## src/rtl/sprite_motion_ctrl.sv

```systemverilog
// Sprite motion controller: moves a sprite centre once per frame
// during vertical blanking and reflects it off the screen edges.
module sprite_motion_ctrl #(
   parameter int RADIUS   = 64,
   parameter int H_ACTIVE = 1280,
   parameter int V_ACTIVE = 720,
   parameter int X_INIT   = 640,
   parameter int Y_INIT   = 360
) (
   input  logic        clk_in,
   input  logic        rst_in,
   input  logic [10:0] hcount_in,
   input  logic [9:0]  vcount_in,
   input  logic        start_in,
   input  logic        stop_in,
   input  logic [3:0]  dx_in,
   input  logic [3:0]  dy_in,
   output logic [10:0] x_out,
   output logic [9:0]  y_out,
   output logic        moving_out,
   output logic        bounce_out
);

   localparam logic signed [11:0] XMIN = 12'(RADIUS);
   localparam logic signed [11:0] XMAX = 12'(H_ACTIVE - 1 - RADIUS);
   localparam logic signed [11:0] YMIN = 12'(RADIUS);
   localparam logic signed [11:0] YMAX = 12'(V_ACTIVE - 1 - RADIUS);

   localparam logic [10:0] XMIN_W = 11'(RADIUS);
   localparam logic [10:0] XMAX_W = 11'(H_ACTIVE - 1 - RADIUS);
   localparam logic [9:0]  YMIN_W = 10'(RADIUS);
   localparam logic [9:0]  YMAX_W = 10'(V_ACTIVE - 1 - RADIUS);

   typedef enum logic [2:0] {
      IDLE,
      WAIT_FRAME,
      STEP_X,
      STEP_Y,
      COMMIT
   } state_t;

   state_t state;

   logic [3:0]  dx_lat;
   logic [3:0]  dy_lat;
   logic        dir_x;
   logic        dir_y;
   logic [10:0] x_nxt;
   logic [9:0]  y_nxt;
   logic        bounce_x;
   logic        bounce_y;
   logic        stop_pend;

   logic               frame_tick;
   logic signed [11:0] x_sum;
   logic signed [11:0] y_sum;
   logic               x_hit;
   logic               y_hit;
   logic [10:0]        x_step;
   logic [9:0]         y_step;

   assign frame_tick = (hcount_in == 11'd0) &&
                       (vcount_in == 10'(V_ACTIVE));

   // Candidate next position per axis; dir=0 means moving towards max.
   always_comb begin
      x_sum  = $signed({1'b0, x_out});
      y_sum  = $signed({2'b00, y_out});
      x_hit  = 1'b0;
      y_hit  = 1'b0;
      x_step = x_out;
      y_step = y_out;
      if (dir_x)
         x_sum = x_sum - $signed({8'd0, dx_lat});
      else
         x_sum = x_sum + $signed({8'd0, dx_lat});
      if (dir_y)
         y_sum = y_sum - $signed({8'd0, dy_lat});
      else
         y_sum = y_sum + $signed({8'd0, dy_lat});
      if (dx_lat != 4'd0)
         x_hit = dir_x ? (x_sum <= XMIN) : (x_sum >= XMAX);
      if (dy_lat != 4'd0)
         y_hit = dir_y ? (y_sum <= YMIN) : (y_sum >= YMAX);
      if (x_hit)
         x_step = dir_x ? XMIN_W : XMAX_W;
      else
         x_step = x_sum[10:0];
      if (y_hit)
         y_step = dir_y ? YMIN_W : YMAX_W;
      else
         y_step = y_sum[9:0];
   end

   // Motion FSM with registered position, moving and bounce outputs.
   always_ff @(posedge clk_in or negedge rst_in) begin
      if (!rst_in) begin
         state      <= IDLE;
         x_out      <= 11'(X_INIT);
         y_out      <= 10'(Y_INIT);
         dir_x      <= 1'b0;
         dir_y      <= 1'b0;
         dx_lat     <= 4'd0;
         dy_lat     <= 4'd0;
         x_nxt      <= 11'd0;
         y_nxt      <= 10'd0;
         bounce_x   <= 1'b0;
         bounce_y   <= 1'b0;
         stop_pend  <= 1'b0;
         moving_out <= 1'b0;
         bounce_out <= 1'b0;
      end else begin
         bounce_out <= 1'b0;
         unique case (state)
            IDLE: begin
               if (!stop_in && start_in) begin
                  dx_lat     <= dx_in;
                  dy_lat     <= dy_in;
                  state      <= WAIT_FRAME;
                  moving_out <= 1'b1;
               end
            end
            WAIT_FRAME: begin
               if (stop_in) begin
                  state      <= IDLE;
                  moving_out <= 1'b0;
               end else if (frame_tick) begin
                  state <= STEP_X;
               end
            end
            STEP_X: begin
               x_nxt    <= x_step;
               bounce_x <= x_hit;
               if (x_hit)
                  dir_x <= ~dir_x;
               if (stop_in)
                  stop_pend <= 1'b1;
               state <= STEP_Y;
            end
            STEP_Y: begin
               y_nxt    <= y_step;
               bounce_y <= y_hit;
               if (y_hit)
                  dir_y <= ~dir_y;
               if (stop_in)
                  stop_pend <= 1'b1;
               state <= COMMIT;
            end
            COMMIT: begin
               x_out      <= x_nxt;
               y_out      <= y_nxt;
               bounce_out <= bounce_x | bounce_y;
               bounce_x   <= 1'b0;
               bounce_y   <= 1'b0;
               stop_pend  <= 1'b0;
               if (stop_pend || stop_in) begin
                  state      <= IDLE;
                  moving_out <= 1'b0;
               end else begin
                  state <= WAIT_FRAME;
               end
            end
            default: begin
               state      <= IDLE;
               moving_out <= 1'b0;
            end
         endcase
      end
   end

endmodule
```

## config.mk

```make
export PLATFORM = sky130hd
export DESIGN_NAME = sprite_motion_ctrl
export DESIGN_NICKNAME = d
export VERILOG_FILES = /design/src/rtl/sprite_motion_ctrl.sv
export SDC_FILE = /design/constraint.sdc
export NUM_CORES = 1
export LEC_CHECK = 0
export CORE_UTILIZATION = 59
export DETAILED_ROUTE_END_ITERATION = 12
export PLACE_DENSITY = 0.94
export SLEW_MARGIN = 40
export SYNTH_ARGS = -nofsm -noshare
export SYNTH_HDL_FRONTEND = slang
export SYNTH_SLANG_ARGS = --single-unit
```

## constraint.sdc

```tcl
create_clock -name clk_in -period 5 [get_ports clk_in]
set_clock_uncertainty 0.15 [all_clocks]
set_input_delay 0.5 -clock clk_in [delete_from_list [all_inputs] [get_ports clk_in]]
set_output_delay 0.5 -clock clk_in [all_outputs]
set_load 0.005 [all_outputs]
```

==> results.tsv, run 1 <==
metric	value	unit
RSZ-0062 raised after global routing	false	
layout cell share with drive strength beyond 1	14.13	%
CP Class	flop to flop	
First DRT Iteration DRCs	201	
Relative slew margins	45.21	%
grt total ovfl	0	
crit-path max FO	11	
most repeated cell in the gate-level netlist after synthesis	dfrtp_1	
HPWL Detailed	6.776	mm
flop and latch count out of synthesis	60	
most area-consuming cells after synthesis	dfrtp_1 (35%), ha_1 (6.8%), mux2_2 (5.5%)	
total I/O pin count	56	
EDFF count, synth	0	
startpoint of the lowest-slack register-to-register path	dx_lat[1]	
NumNets Final	505	
Min Clock Period, post-route	3.962	ns
number of fill cells in the layout	422	
cell type with the largest total area after synthesis	dfrtp_1	
number of clock buffers inserted by TritonCTS	9	
Critical Path End Type	flop	
Post-Place Cell Area	4436	um^2
clock tree from TritonCTS	built	
reg2reg path depth	14	
first-pass GRT wire length	15.93	mm
met1 Use GR	39.47	%
required time of the worst setup path	5.04	ns
Global Route met2 Usage	45.45	%
Peak supply drop	221.0	uV
Yosys cell types	72	
number of resized instances in the post-cts repair step	0	
synth cell count leaders	dfrtp_1 (54), nand2_1 (44), o21ai_0 (24)	
period utilisation layout	79.23	%
H-tree levels	3	
YS warnings	0	
1st-pass router iterations	5	
final instance count without filler cells	530	
global-route usage over all layers	28.89	%
pwr/cell area	261.3	nW/um^2
Synthesized Nets	456	
Cells after Synth	399	
DR DRC count	0	
# Max-Cap Violations	0	
Clock Latency Late Sink	0.35	ns
Die Wd	83.17	um
register clock-pin slew on the reported worst setup and hold paths	0.07	ns
GR peak layer	met2	
overall power after layout	1.212	mW
synth-to-layout area growth	19.34	%
CP startpoint	dx_lat[1]	
initial core utilization	61.22	%
type of element launching the critical path	flop	
vias per cell	6.415	
met3 Usage GRT	6.163	%
PortBufs	55	
data arrival time at the worst-slack endpoint	4.00	ns
run status	finished, final reports clean	
dpl cells	513	
Total Die Area	6917	um^2
Avg WL per Cell	17.52	um
pin count of the biggest net entering global routing	61	
Max Fclk	0.2524	GHz
Post-CTS Hold Fix Bufs	0	
final max-slew violation count	0	
clk sink count	60	
maximum count of clock buffers along a single path	2	
worst slack on hold paths	0.02293	ns
routed vias	3400	
leak pwr	2.090	nW
post-synthesis sequential area ratio	38.82	%
via count of the first global-routing pass	3352	
final setup slack of the worst path	1.038	ns
main flop type after synthesis	dfrtp_1	
Final Routed Wirelength	9.287	mm
die height	83.17	um
post-route setup TNS	0	ns
end-of-flow core utilization	73.06	%
Design Area, Final	4639	um^2
Tightest Pin Transition	0.8143	ns
gp weighted congestion	0.9382	
area inside the core boundary	6350	um^2
count of inserted antenna diode cells	0	
Avg Cell Area, Syn	9.743	um^2
clock tree root driver cell	clkbuf_8	
Post-Syn Area	3887	um^2
share of Yosys cell area claimed by the top area cell type	34.76	%
Final setup violation count	0	
buffer count from post-CTS setup fixing	0	
placement row count	29	
Detail Route Antenna Nets	0	
count of final hold-check violations	0	
Worst Hold Class	input pin to async pin	
Setup Slack @ Placement	1.190	ns
post-synthesis async set-or-reset flop share	100.0	%
initial antenna violation count	0	
## state kept, by name (all words and copies together) (netlist names), 3 cells and up
name and count:
state 3, x_out 11, y_out 10, x_nxt 11
dx_lat 4, dy_lat 4, y_nxt 10
## cell type report
type / count / area (um^2) / area share [%]
Multi-Input combinational cell: 299 / 2191 / 47.22
Sequential cell: 60 / 1509 / 32.52
Clock buffer: 11 / 131.4 / 2.832
Inverter: 19 / 71.32 / 1.537
Clock inverter: 5 / 52.55 / 1.133
Timing Repair Buffer: 59 / 588.1 / 12.68
Tap cell: 77 / 96.34 / 2.077
## routing by layer
metal  vias up  routed length [um]
met5         -                   0
met4         0                 270
met3        33                 527
met2       161                4387
met1      1645                4102
li1       1561                   -
## worst max-delay path, stage by stage, from the launching register on
cell      delay [ns]
dfrtp_1         0.39
inv_1           0.08
ha_1            0.22
nand2_1         0.13
nand2_1         0.16
ha_1            0.38
a21o_1          0.20
a21oi_1         0.24
a21boi_1        0.14
o21ai_0         0.22
nand2_1         0.09
xor2_1          0.18
o41ai_1         0.62
o211a_1         0.43
o311ai_0        0.17
## worst paths after layout
check | to | slack, ns
setup / recovery | x_nxt[3] | 1.04
hold reg to reg | x_out[0] | 0.33
hold / removal | y_out[9] | 0.02
max in group asynchronous | y_out[3] | 4.12
setup reg to reg | x_nxt[3] | 1.04
min in group clk_in | x_out[0] | 0.33
## cell families (layout without fill, tap and decap cells)
| logic type | count (synthesis) | after routing | share of synthesized area (%) |
|---|---|---|---|
| and+or+nand+nor | 126 | 126 | 16.90 |
| AOI/OAI and AO/OA | 109 | 109 | 20.21 |
| DFF | 60 | 60 | 38.82 |
| buffers and inverters | 40 | 94 | 5.021 |
| muxes | 25 | 25 | 7.371 |
| adders and majority gates | 24 | 24 | 8.304 |
| xor gates and xnor gates | 15 | 15 | 3.380 |
## cells in the final DEF, fill, tap and decap left out, drive strengths merged, types with 11 or more instances in the layout
cell type / count
a21oi: 20
clkbuf: 11
clkdlybuf4s50: 54
dfrtp: 54
ha: 21
inv: 19
mux2: 19
nand2: 45
nor2: 22
o21ai: 25
## power by group
group / switching, mW / total [mW] / internal (mW)
Combinational: 0.151 / 0.269 / 0.118
Clock: 0.199 / 0.427 / 0.228
Sequential: 0.0162 / 0.517 / 0.501
Total: 0.366 / 1.21 / 0.846
Power figures use the tool's default switching activity.
==> run 2, diff against run 1 <==
- CORE_UTILIZATION: 59 -> 50
- PLACE_DENSITY: 0.94 -> 0.85
- clock period: 5 -> 3.4 ns (I/O delays scaled with it)
==> run 2 against run 1 <==
The run now ends with setup timing left. Register-to-register slack got worse by 1.1 ns. Cell area increased by 12%. Routed wire length increased by 11%. Critical endpoint is now x_nxt[4]. Largest power group unchanged. Highest routed layer unchanged.
==> results.tsv, run 2 (synthesized netlist as in run 1, its figures left out) <==
metric	value	unit	change
internal portion of total power	1.425	mW	+68%
die height	90.18	um	+8.4%
maximum count of clock buffers along a single path	2		unchanged
1st-pass router iterations	5		unchanged
data arrival time at the worst-slack endpoint	3.54	ns	-0.46 ns
PortBufs	55		unchanged
HPWL Detailed	6.970	mm	+2.9%
Final Routed Wirelength	10.31	mm	+11%
Detail Route Antenna Nets	0		unchanged
Peak supply drop	196.5	uV	-11%
Clock Latency Late Sink	0.34	ns	about the same
gp weighted congestion	0.8743		-6.8%
NumNets Final	537		+6.3%
vias per cell	6.024		-6.1%
Min Clock Period, post-route	3.506	ns	-0.4554 ns
worst-path cell with the longest stage delay	o41ai_2		
count of inserted antenna diode cells	0		unchanged
violations in the final reports	setup timing		
pin count of the biggest net entering global routing	44		-28%
Worst Hold Class	flop to flop		
Switching Share	29.50	%	-0.71 points
initial antenna violation count	0		unchanged
grt total ovfl	0		unchanged
register clock-pin slew on the reported worst setup and hold paths	0.07	ns	about the same
required time of the worst setup path	3.44	ns	-1.60 ns
post-route setup TNS	-0.9846	ns	-0.9846 ns
clk sink count	60		unchanged
commonest cells after routing, fill and taps aside	dfrtp_1 (54), clkdlybuf4s50_1 (54), nand2_1 (42)		
Avg WL per Cell	17.65	um	+0.71%
worst path cell trace	inv_1, ha_4, mux2_4, inv_2, ha_4, nor2b_2, o2111ai_2, nand2_2, xnor2_2, o41ai_2, a21o_1, a31o_4, o211a_4, clkbuf_16, o311ai_1		
synth-to-layout area growth	33.63	%	
final max-slew violation count	0		unchanged
pwr/cell area	389.0	nW/um^2	+49%
via count of the first global-routing pass	3412		+1.8%
leak pwr	2.310	nW	+11%
RSZ-0062 raised after global routing	true		
Tightest Pin Transition	0.8507	ns	+0.03638 ns
number of clock buffers inserted by TritonCTS	9		unchanged
final setup slack of the worst path	-0.1061	ns	-1.145 ns
crit-path max FO	5		-6
area inside the core boundary	7370	um^2	+16%
worst slack on hold paths	0.3248	ns	+0.3019 ns
CP Class	flop to flop		
proportion of power drawn by combinational gates	27.4	%	+5.2 points
global-route usage over all layers	25.13	%	-3.8 points
layout cell share with drive strength beyond 1	27.01	%	+13 points
H-tree levels	3		unchanged
first-pass GRT wire length	16.33	mm	+2.6%
period utilisation layout	103.1	%	+24 points
cell family with the largest share of critical-path delay	compound AO/OA/AOI/OAI gates		
First DRT Iteration DRCs	255		+27%
leading registers by flop count	x_nxt: 11 flops, x_out: 11 flops		
type of element launching the critical path	flop		
clock tree from TritonCTS	built		
total I/O pin count	56		unchanged
Relative slew margins	43.29	%	-1.9 points
Final setup violation count	11		+11
cell mode on critical path	ha_4		
Max Fclk	0.2852	GHz	+13%
clock tree root driver cell	clkbuf_8		
stage delay of the slowest cell on the critical path	0.41	ns	-0.21 ns
Die Wd	90.18	um	+8.4%
routed vias	3518		+3.5%
Clock Power Share	35.1	%	about the same
number of buffers and inverters on the critical path	3		+2
power dissipated by switching net loads	596.3	uW	+63%
number of fill cells in the layout	529		+25%
Seq pwr share	37.6	%	-5.0 points
# Max-Cap Violations	0		unchanged
initial core utilization	52.75	%	-8.5 points
run status	finished, violations left		
Total Die Area	8132	um^2	+18%
Critical Path End Type	flop		
count of final hold-check violations	0		unchanged
placement row count	31		+6.9%
Setup Slack @ Placement	-0.1951	ns	-1.385 ns
DR DRC count	0		unchanged
-- run 2: final timing paths --
path	from	endpoint	slack, ns	cells after the start
worst min register to register	x_nxt[10]	x_nxt[10]	0.32	2
worst max-delay path	dx_lat[0]	x_nxt[4]	-0.11	15
worst min-delay path	x_nxt[10]	x_nxt[10]	0.32	2
worst max register to register	dx_lat[0]	x_nxt[4]	-0.11	15
min in group asynchronous	rst_in	x_out[3]	0.37	2
max in group asynchronous	rst_in	x_out[9]	2.03	3
-- run 2: timing repair --
item | 4_1_cts | 5_1_grt
pin swaps | 5 | 15
gates resized for setup | 21 | 29
hold buffers | 1 | 0
endpoints found under the hold margin | 38 | 0
cloned | 0 | 1
endpoints found under the setup margin | 12 | 19
setup buffers | 3 | 4
-- run 2: area by class of cell --
| cell class | instances | area [um^2] | share of cell area (%) |
|---|---|---|---|
| multi-input combinational | 299 | 2420 | 46.58 |
| sequential | 60 | 1509 | 29.05 |
| timing repair buffer | 91 | 854.6 | 16.45 |
| clock buffer | 11 | 141.4 | 2.722 |
| tap | 99 | 123.9 | 2.384 |
| clock inverter | 5 | 75.07 | 1.445 |
| inverter | 19 | 71.32 | 1.373 |
-- run 2: power by group through the flow --
stage / Clock (mW) / Combinational, mW / Sequential [mW]
after floorplan: 0 / 0.258 / 0.766
after detailed placement: 0 / 0.435 / 0.770
after global routing: 0.751 / 0.601 / 0.762
after global placement: 0 / 0.417 / 0.768
after CTS: 0.717 / 0.484 / 0.757
final: 0.709 / 0.553 / 0.759
-- run 2: metal layers --
metal | vias up | global-route usage [%] | part of all wire [%]
li1 | 1620 | - | -
met1 | 1716 | 32.73 | 42
met2 | 150 | 42.05 | 50
met3 | 32 | 3.553 | 5.8
met4 | 0 | 10.35 | 2.4
met5 | - | 0 | 0
-- run 2: per-stage QoR --
step / util (%) / instance area [um^2] / power, mW / cells
floorplan: - / 3887 / 1.025 / 399
global placement: 63.11 / 4651 / 1.186 / 559
detailed placement: 63.14 / 4653 / 1.204 / 559
CTS: 67.57 / 4980 / 1.958 / 579
global route: 70.49 / 5195 / 2.114 / 584
finish: 70.49 / 5195 / 2.021 / 584
-- run 2: tightest hold or removal path, stage by stage (launching register included) --
cell	delay (ns)
dfrtp_1	0.35
nand2_1	0.05
nand2_1	0.05
